File: config.mk
export PLATFORM = sky130hd
export DESIGN_NAME = spi_flash_resp_flat
export DESIGN_NICKNAME = d
export VERILOG_FILES = /design/src/rtl/spi_flash_resp_if.sv /design/src/rtl/spi_flash_resp.sv /design/src/flat_wrapper.sv
export SDC_FILE = /design/constraint.sdc
export NUM_CORES = 2
export LEC_CHECK = 0
export ABC_CLOCK_PERIOD_IN_PS = 14490
export BUFFER_PORTS_ARGS = -buffer_cell sky130_fd_sc_hd__buf_2
export CAP_MARGIN = 20
export CORE_UTILIZATION = 55
export CTS_BUF_LIST = sky130_fd_sc_hd__clkbuf_16
export CTS_CLUSTER_SIZE = 8
export DETAILED_ROUTE_END_ITERATION = 8
export HOLD_SLACK_MARGIN = 0.1
export PLACE_DENSITY = 0.81
export SLEW_MARGIN = 40
export SYNTH_ARGS = -nofsm -noshare
export SYNTH_HDL_FRONTEND = slang
export SYNTH_SLANG_ARGS = --single-unit
File: constraint.sdc
create_clock -name sys_clk -period 14.49 [get_ports sys_clk]
set_clock_uncertainty 0.05 [all_clocks]
set_input_delay 0.7245 -clock sys_clk [delete_from_list [all_inputs] [get_ports sys_clk]]
set_output_delay 0.7245 -clock sys_clk [all_outputs]
set_load 0.05 [all_outputs]
File: src/rtl/spi_flash_resp_if.sv
// SPI mode-0 pin bundle between a flash controller (master) and the flash responder (slave).
interface spi_flash_resp_if;
   logic sck;
   logic cs_n;
   logic mosi;
   logic miso;

   modport master (output sck, output cs_n, output mosi, input miso);
   modport slave  (input sck, input cs_n, input mosi, output miso);
endinterface

File: src/rtl/spi_flash_resp.sv
// Oversampled SPI mode-0 flash responder (WREN/WRDI/RDSR/READ/PP/BE) backed by an on-chip byte array.
// Define FLASH_RESP_RDID_EN to answer RDID (0x9F) with 0x20, 0x20, 0x15, 0x15, ...
//
// state  | meaning
// IDLE   | cs_n high, waiting for cs_n fall
// CMD    | shifting opcode; afterwards holds a pending WREN/WRDI/BE until cs_n rise
// ADDR   | shifting 24 address bits for READ/PP
// DIN    | PP data bytes, AND-programmed into memory
// DOUT   | streaming status, memory or ID bytes on miso
// IGNORE | rejected command, waiting for cs_n rise
module spi_flash_resp #(
   parameter int MEM_AW       = 8,
   parameter int ERASE_CYCLES = 1000,
   parameter int PROG_CYCLES  = 50
) (
   input  logic            sys_clk,
   input  logic            sys_rst,
   spi_flash_resp_if.slave spi,
   output logic            wip,
   output logic            wel
);
   localparam int BUSY_MAX = (ERASE_CYCLES > PROG_CYCLES) ? ERASE_CYCLES : PROG_CYCLES;
   localparam int BUSY_W   = $clog2(BUSY_MAX + 1);

   typedef enum logic [2:0] {IDLE, CMD, ADDR, DIN, DOUT, IGNORE} state_t;
   typedef enum logic [2:0] {OP_NONE, OP_WREN, OP_WRDI, OP_BE, OP_PP, OP_READ, OP_RDSR, OP_RDID} op_t;

   state_t state, state_nxt;
   op_t    op, op_dec, exec_op, exec_nxt;

   logic [2:0]        sck_sy, cs_sy;
   logic [1:0]        mosi_sy;
   logic              sck_rise, sck_fall, cs_rise, cs_fall, mosi_s;
   logic [4:0]        bit_cnt;
   logic [6:0]        shift_in;
   logic [7:0]        shift_out, out_byte, cmd_byte, mem_rdata;
   logic [MEM_AW-1:0] addr, erase_addr;
   logic [1:0]        id_idx;
   logic              pp_any, pp_wr, decode_now, miso_q, erase_active;
   logic [BUSY_W-1:0] busy_cnt;
   logic [7:0]        mem [0:(1<<MEM_AW)-1];

   always_ff @(posedge sys_clk) begin
      if (sys_rst) begin
         sck_sy  <= '0;
         cs_sy   <= '1;
         mosi_sy <= '0;
      end else begin
         sck_sy  <= {sck_sy[1:0], spi.sck};
         cs_sy   <= {cs_sy[1:0], spi.cs_n};
         mosi_sy <= {mosi_sy[0], spi.mosi};
      end
   end

   assign sck_rise = sck_sy[1] & ~sck_sy[2];
   assign sck_fall = ~sck_sy[1] & sck_sy[2];
   assign cs_rise  = cs_sy[1] & ~cs_sy[2];
   assign cs_fall  = ~cs_sy[1] & cs_sy[2];
   assign mosi_s   = mosi_sy[1];
   assign cmd_byte = {shift_in, mosi_s};
   assign wip      = (busy_cnt != '0);
   assign spi.miso = miso_q;

   assign decode_now = (state == CMD) && sck_rise && (op == OP_NONE) && (bit_cnt == 5'd7);
   assign pp_wr      = (state == DIN) && sck_rise && (bit_cnt[2:0] == 3'd7);

   // Only RDSR is honoured while a program/erase is in flight.
   always_comb begin
      op_dec = OP_NONE;
      case (cmd_byte)
         8'h05: op_dec = OP_RDSR;
         8'h03: if (!wip) op_dec = OP_READ;
         8'h02: if (!wip && wel) op_dec = OP_PP;
         8'h06: if (!wip) op_dec = OP_WREN;
         8'h04: if (!wip) op_dec = OP_WRDI;
         8'hC7: if (!wip && wel) op_dec = OP_BE;
`ifdef FLASH_RESP_RDID_EN
         8'h9F: if (!wip) op_dec = OP_RDID;
`endif
         default: op_dec = OP_NONE;
      endcase
   end

   always_ff @(posedge sys_clk) begin
      if (sys_rst) state <= IDLE;
      else         state <= state_nxt;
   end

   always_comb begin
      state_nxt = state;
      if (cs_rise) begin
         state_nxt = IDLE;
      end else begin
         case (state)
            IDLE: if (cs_fall) state_nxt = CMD;
            CMD: begin
               if (decode_now) begin
                  case (op_dec)
                     OP_RDSR, OP_RDID: state_nxt = DOUT;
                     OP_READ, OP_PP:   state_nxt = ADDR;
                     OP_NONE:          state_nxt = IGNORE;
                     default:          state_nxt = CMD;
                  endcase
               end
            end
            ADDR: if (sck_rise && bit_cnt == 5'd23) state_nxt = (op == OP_PP) ? DIN : DOUT;
            default: ;
         endcase
      end
   end

   // Commands that act on cs_n rise only count if the frame ended on a byte boundary.
   always_comb begin
      exec_nxt = OP_NONE;
      if (cs_rise) begin
         if (state == CMD && bit_cnt[2:0] == 3'd0 && (op == OP_WREN || op == OP_WRDI || op == OP_BE))
            exec_nxt = op;
         else if (state == DIN && pp_any)
            exec_nxt = OP_PP;
      end
   end

   always_comb begin
      out_byte = 8'h00;
      case (op)
         OP_RDSR: out_byte = {6'b0, wel, wip};
         OP_READ: out_byte = mem_rdata;
         OP_RDID: out_byte = (id_idx == 2'd2) ? 8'h15 : 8'h20;
         default: out_byte = 8'h00;
      endcase
   end

   always_ff @(posedge sys_clk) begin
      if (sys_rst) begin
         op        <= OP_NONE;
         exec_op   <= OP_NONE;
         bit_cnt   <= '0;
         shift_in  <= '0;
         shift_out <= '0;
         addr      <= '0;
         id_idx    <= '0;
         pp_any    <= 1'b0;
         miso_q    <= 1'b0;
      end else begin
         exec_op <= exec_nxt;
         if (cs_rise) begin
            miso_q <= 1'b0;
         end else if (cs_fall && state == IDLE) begin
            op      <= OP_NONE;
            bit_cnt <= '0;
            pp_any  <= 1'b0;
            id_idx  <= '0;
         end else begin
            if (sck_rise && (state == CMD || state == ADDR || state == DIN)) begin
               shift_in <= {shift_in[5:0], mosi_s};
               bit_cnt  <= bit_cnt + 5'd1;
            end
            if (decode_now) op <= op_dec;
            if (state == ADDR && sck_rise) addr <= {addr[MEM_AW-2:0], mosi_s};
            if (pp_wr) begin
               addr   <= addr + MEM_AW'(1);
               pp_any <= 1'b1;
            end
            if (state == DOUT && sck_fall) begin
               bit_cnt <= bit_cnt + 5'd1;
               if (bit_cnt[2:0] == 3'd0) begin
                  miso_q    <= out_byte[7];
                  shift_out <= {out_byte[6:0], 1'b0};
                  if (op == OP_READ) addr <= addr + MEM_AW'(1);
                  if (op == OP_RDID && id_idx != 2'd2) id_idx <= id_idx + 2'd1;
               end else begin
                  miso_q    <= shift_out[7];
                  shift_out <= {shift_out[6:0], 1'b0};
               end
            end
            if (state_nxt != state) bit_cnt <= '0;
         end
      end
   end

   always_ff @(posedge sys_clk) begin
      if (sys_rst) begin
         wel          <= 1'b0;
         busy_cnt     <= '0;
         erase_active <= 1'b0;
         erase_addr   <= '0;
      end else begin
         case (exec_op)
            OP_WREN:      wel <= 1'b1;
            OP_WRDI:      wel <= 1'b0;
            OP_BE, OP_PP: wel <= 1'b0;
            default: ;
         endcase
         if (exec_op == OP_BE)            busy_cnt <= BUSY_W'(ERASE_CYCLES);
         else if (exec_op == OP_PP)       busy_cnt <= BUSY_W'(PROG_CYCLES);
         else if (busy_cnt != '0)         busy_cnt <= busy_cnt - BUSY_W'(1);
         if (exec_op == OP_BE) begin
            erase_active <= 1'b1;
            erase_addr   <= '0;
         end else if (erase_active) begin
            erase_addr <= erase_addr + MEM_AW'(1);
            if (erase_addr == '1) erase_active <= 1'b0;
         end
      end
   end

   // Memory is never reset; a reset mid-erase simply stops the sweep where it was.
   always_ff @(posedge sys_clk) begin
      if (erase_active && !sys_rst) mem[erase_addr] <= 8'hFF;
      else if (pp_wr)               mem[addr] <= mem[addr] & cmd_byte;
      mem_rdata <= mem[addr];
   end
endmodule

File: src/flat_wrapper.sv
// flat-port wrapper written by rule: the top's interface ports become plain ports
module spi_flash_resp_flat 
#(
   parameter int MEM_AW       = 8,
   parameter int ERASE_CYCLES = 1000,
   parameter int PROG_CYCLES  = 50
)
  (sys_clk, sys_rst, wip, wel, spi_sck, spi_cs_n, spi_mosi, spi_miso);
  spi_flash_resp_if spi_i ();
  input  logic sys_clk;
  input  logic sys_rst;
  output logic wip;
  output logic wel;
  input wire logic [$bits(spi_i.sck)-1:0] spi_sck;
  input wire logic [$bits(spi_i.cs_n)-1:0] spi_cs_n;
  input wire logic [$bits(spi_i.mosi)-1:0] spi_mosi;
  output wire logic [$bits(spi_i.miso)-1:0] spi_miso;
  assign spi_i.sck = spi_sck;
  assign spi_i.cs_n = spi_cs_n;
  assign spi_i.mosi = spi_mosi;
  assign spi_miso = spi_i.miso;
  spi_flash_resp #(.MEM_AW(MEM_AW), .ERASE_CYCLES(ERASE_CYCLES), .PROG_CYCLES(PROG_CYCLES)) u_core (.sys_clk(sys_clk), .sys_rst(sys_rst), .spi(spi_i), .wip(wip), .wel(wel));
endmodule
Word-level counts from Yosys, hierarchy flattened

Memory sizes are Yosys's and may differ from the RTL's. A register that Yosys moved wholly into a read port is not among the register bits.
Index checks and enable logic that the tools add are counted.

$add $sub $neg: 5
Equal/unequal tests: 32
Mux-type cells: 53
Bitwise operators: 11
Reduce and logical (&&, ||, !) cells: 52

Operators by type and width:

| operator                                            | number |
|---|---|
| two-way mux 8 bit                                   | 10 |
| == test 3 bit (second input constant)               | 11 |
| two-way mux 3 bit                                   | 11 |
| two-way mux 10 bit                                  | 3 |
| == test 8 x 3 -> 1 bit (second input constant)      | 3 |
| case mux 8 bit (3 select lines)                     | 1 |
| two-way mux 5 bit                                   | 4 |
| == test 3 x 2 -> 1 bit (second input constant)      | 6 |
| case mux 3 bit (3 select lines)                     | 2 |
| case mux 3 bit (6 select lines)                     | 1 |
| adder 8 x 1 -> 8 bit (second input constant)        | 2 |
| == test 8 x 2 -> 1 bit (second input constant)      | 2 |
| == test 8 bit (second input constant)               | 2 |
| logical AND 1 bit                                   | 16 |
| nonzero test 2 bit                                  | 7 |
| two-way mux 1 bit                                   | 13 |
| zero test 3 bit                                     | 4 |
| two-way mux 2 bit                                   | 6 |
| AND reduction 2 bit                                 | 5 |
| nonzero test 10 bit                                 | 1 |
| OR reduction 2 bit                                  | 5 |
| subtractor 10 x 1 -> 10 bit (second input constant) | 1 |
| == test 3 x 1 -> 1 bit (second input constant)      | 3 |
| bitwise AND 8 bit                                   | 1 |
| other kinds (19)                                    | 33 |

Register bits: 77
Memory bits (writable): 2,048
Output and inout port bits: 3
Word-level logic and storage cells: 174
Memories: 1

Memory list:

| memory     | depth | bits a word | read ports | clocked after memory_dff | wr ports | line                 | source |
|---|---|---|---|---|---|---|---|
| u_core.mem | 256   | 8           | 1          | 1                        | 1        | spi_flash_resp.sv:41 | `logic [7:0] mem [0:(1<<MEM_AW)-1];` |

Logic depth before layout (Yosys ltp)

Depth in word-level cells: 14
Mapped depth: 12
Mapped depth without buffers: 11

Worst setup path after synthesis

No wires, ideal clock.

Path kind: reg-to-reg
Start point: reg with a tool-made name
End point: mem u_core.mem[0][1], data pin
Data arrival time: 5.446 ns
Required time: 13.645 ns
Path slack: 8.199 ns
Stages on the path, launching flop included: 13
Buffers on the path: 5
Cell sequence: dfxtp_1 > buf_2 > buf_2 > buf_2 > buf_2 > clkbuf_1 > nor2_1 > a2111oi_0 > nor2_1 > a31oi_1 > a2111oi_0 > a21oi_1 > a21o_1

RTL lines:

| element   | line |
|---|---|
| to (decl) | spi_flash_resp.sv:41 |

==> impl_metrics.env <==
export IMPL_status="complete, no violations"
export IMPL_io_buffers=7
export IMPL_drt_iter0_markers=6486
export IMPL_tightestPinTransition_ns=0.9214
export IMPL_setup_violations=0
export IMPL_row_count=141
export IMPL_die_x_um=389.3
export IMPL_dieArea_um2=151600
export IMPL_ys_ff_latch=2132
export IMPL_grt_max_degree=129
export IMPL_fp_dieH_um=389.3
export IMPL_critPathMaxStageDelay_ns=0.79
export IMPL_cp_top_family="compound AO/OA/AOI/OAI gates"
export IMPL_place_inst=5981
export IMPL_grt_pass1_wl_um=299900
export IMPL_syn_nets=4165
export IMPL_pre_cts_slack_ns=7.951
export IMPL_synth_cell_types=61
export IMPL_yosys_warnings=0
export IMPL_seq_area_frac_synth_pct=76.57
export IMPL_vias=44008
export IMPL_final_cells=6363
export IMPL_cts_buffer_depth=4
export IMPL_avgSynthCellArea_um2=19.87
export IMPL_fillerInstances=9148
export IMPL_synthArstFlopShare_pct=0
export IMPL_crit_type="reg -> reg"
export IMPL_cts_made_buffers=316
export IMPL_drive_gt1_share_pct=25.03
export IMPL_antenna_found_initial=4
export IMPL_wl_per_cell_um=32.51
export IMPL_cts_sinks=2132
export IMPL_crit_slowest_cell="dfxtp_4"
export IMPL_ff_latch_area_um2=63190
export IMPL_cts_root_buf="clkbuf_16"
export IMPL_crit_chain="buf_6, buf_4, mux4_2, a22o_1, a221oi_1, o22ai_1, a2111oi_2, a21oi_1, a21o_4, buf_4, buf_6"
export IMPL_synthesis_area_um2=82520
export IMPL_post_cts_setup_buffers=0
export IMPL_grt_overflow=0
export IMPL_start_kind="flop"
export IMPL_path_clk_slew_ns=0.05
export IMPL_hold_class="in -> reg"
export IMPL_cp_num_buf_inv=4
export IMPL_crit_path_max_fanout=83
export IMPL_areaGrowthSynthToFinish_pct=13.59
export IMPL_wl_um=206800
export IMPL_finalHoldViolations=0
export IMPL_fin_crit_sh_pct=43.40
export IMPL_final_area_um2=93730
export IMPL_arrival_ns=6.78
export IMPL_finalMaxSlewViolations=0
export IMPL_multi_input_area_um2=18810
export IMPL_synth_ff_type="edfxtp_1"
export IMPL_fp_coreArea_um2=148400
export IMPL_first_pass_iters=6
export IMPL_vias_per_cell=6.916
export IMPL_synth_edf_count=2048
export IMPL_cp_end_kind="flop"
export IMPL_cts_tree="yes"
export IMPL_htreeDepth=5
export IMPL_peakVddDrop_mv=0.08892
export IMPL_rsz0062_at_grt="false"
export IMPL_grt_pass1_vias=44734
export IMPL_power_density_nw_per_um2=140.8
export IMPL_hold_start="sys_rst"
export IMPL_dpl_cell_area_um2=85080
export IMPL_drc=0
export IMPL_fmax_ghz=0.1590
export IMPL_cap_violations=0
export IMPL_gp_congestion=0.9133
export IMPL_antenna_left=0
export IMPL_fin_ws_ns=8.202
export IMPL_grt_usage_pct=27.28
export IMPL_p_leak_uw=0.03405
export IMPL_hold_ws_ns=0.3530
export IMPL_critPathRequiredTime_ns=14.98
export IMPL_fin_setup_tns_ns=0
export IMPL_postSynthCellCount=4153
export IMPL_nNetsFinal=4314
export IMPL_start_util_pct=55.62
export IMPL_hpwl_um=110600
export IMPL_ios=8
export IMPL_clock_latency_ns=0.95
export IMPL_relSlewSlack_pct=38.57
export IMPL_layout_min_cycle_time_ns=6.288
[per-layer routing]
metal	vias to the layer above	wire [µm]	track usage, %
li1	17403	-	-
met1	22439	71030	34.55
met3	635	23010	6.840
met4	2	10950	13.89
met5	-	16	0
met2	3529	101800	44.02
[path summary, 6_finish.rpt]
path / to / slack, ns / cells after the start
setup / recovery: u_core.mem[206][7]$_DFFE_PP_ / 8.20 / 11
hold reg to reg: u_core.cs_sy[1]$_SDFF_PP1_ / 0.36 / 1
hold / removal: u_core.sck_sy[0]$_SDFF_PP0_ / 0.35 / 3
setup reg to reg: u_core.mem[206][7]$_DFFE_PP_ / 8.20 / 11
[logic make-up (layout without fill, tap and decap cells)]
| group | count (synthesis) | after routing | synth area share (%) |
|---|---|---|---|
| other cells | 0 | 2 | 0 |
| simple gates | 672 | 672 | 3.744 |
| mux | 559 | 559 | 13.63 |
| flops | 2132 | 2132 | 76.57 |
| xor+xnor | 13 | 13 | 0.1380 |
| buf+inv | 268 | 474 | 1.277 |
| compound gates | 502 | 502 | 4.540 |
| fa+ha+maj | 7 | 7 | 0.1061 |
[registers in the layout, indices dropped and copies added (netlist names), 3 cells and up, named ones only]
register / cells
u_core.mem: 2048
u_core.busy_cnt: 10
u_core.addr: 8
u_core.erase_addr: 8
u_core.mem_rdata: 8
u_core.shift_in: 7
u_core.shift_out: 7
u_core.bit_cnt: 5
u_core.cs_sy: 3
u_core.exec_op: 3
u_core.op: 3
u_core.sck_sy: 3
u_core.state: 3
[repair_timing]
| action | in CTS | in global routing |
|---|---|---|
| resized for setup | 0 | 0 |
| hold buffers | 3 | 0 |
| hold endpoints to repair | 3 | 0 |
[tightest hold or removal path, stage by stage]
cell	delay [ns]
buf_2	0.10
buf_4	0.28
nor2b_1	0.17
[power by group]
part | switching [µW] | total (µW) | internal [µW]
sequential | 11.7 | 6690 | 6670
combinational | 77.9 | 133 | 55.2
clock | 2470 | 6380 | 3910
total | 2560 | 13200 | 10600
[Yosys cell counts (36+ instances only)]
master     count  area (µm²)
mux2_2        36       405.4
buf_2         38       190.2
a22oi_1       69       518.0
mux2i_1       75       750.7
nand2_1       76       285.3
a2111oi_0     48       420.4
a22o_1        85       744.5
a211oi_1      37       277.8
edfxtp_1    2048       61500
a221oi_1      50       437.9
buf_1         57       214.0
nor2b_1       57       356.6
mux4_2       448       10090
nand3_1       40       200.2
clkbuf_1     163       611.8
nor2_1       385        1445
a21oi_1       80       400.4
dfxtp_1       84        1682
[layout make-up]
type | instances | area share, %
multi-input combinational | 1753 | 20.07
antenna | 2 | 0.005339
sequential | 2132 | 67.42
timing repair buffer | 89 | 0.9104
inverter | 10 | 0.04005
clock inverter | 51 | 0.2389
clock buffer | 324 | 8.650
tap | 2002 | 2.672
[cells in the final DEF (no fill, tap or decap), drive strengths merged, types with 37 or more instances in the layout]
| cell | count |
|---|---|
| a22o | 85 |
| nor2b | 57 |
| clkbuf | 327 |
| a22oi | 69 |
| a2111oi | 48 |
| a21oi | 81 |
| edfxtp | 2048 |
| nand3 | 40 |
| nand2 | 76 |
| a211oi | 37 |
| inv | 57 |
| buf | 83 |
| mux2i | 75 |
| dfxtp | 84 |
| nor2 | 385 |
| a221oi | 50 |
| mux4 | 448 |
[per-stage QoR]
stage | util [%] | total power [µW]
floorplan | - | 6904
global placement | 57.15 | 6923
detailed placement | 57.34 | 6930
CTS | 62.98 | 13220
global route | 63.17 | 13460
finish | 63.18 | 13200
No activity file was read; power rests on OpenSTA's default activity.
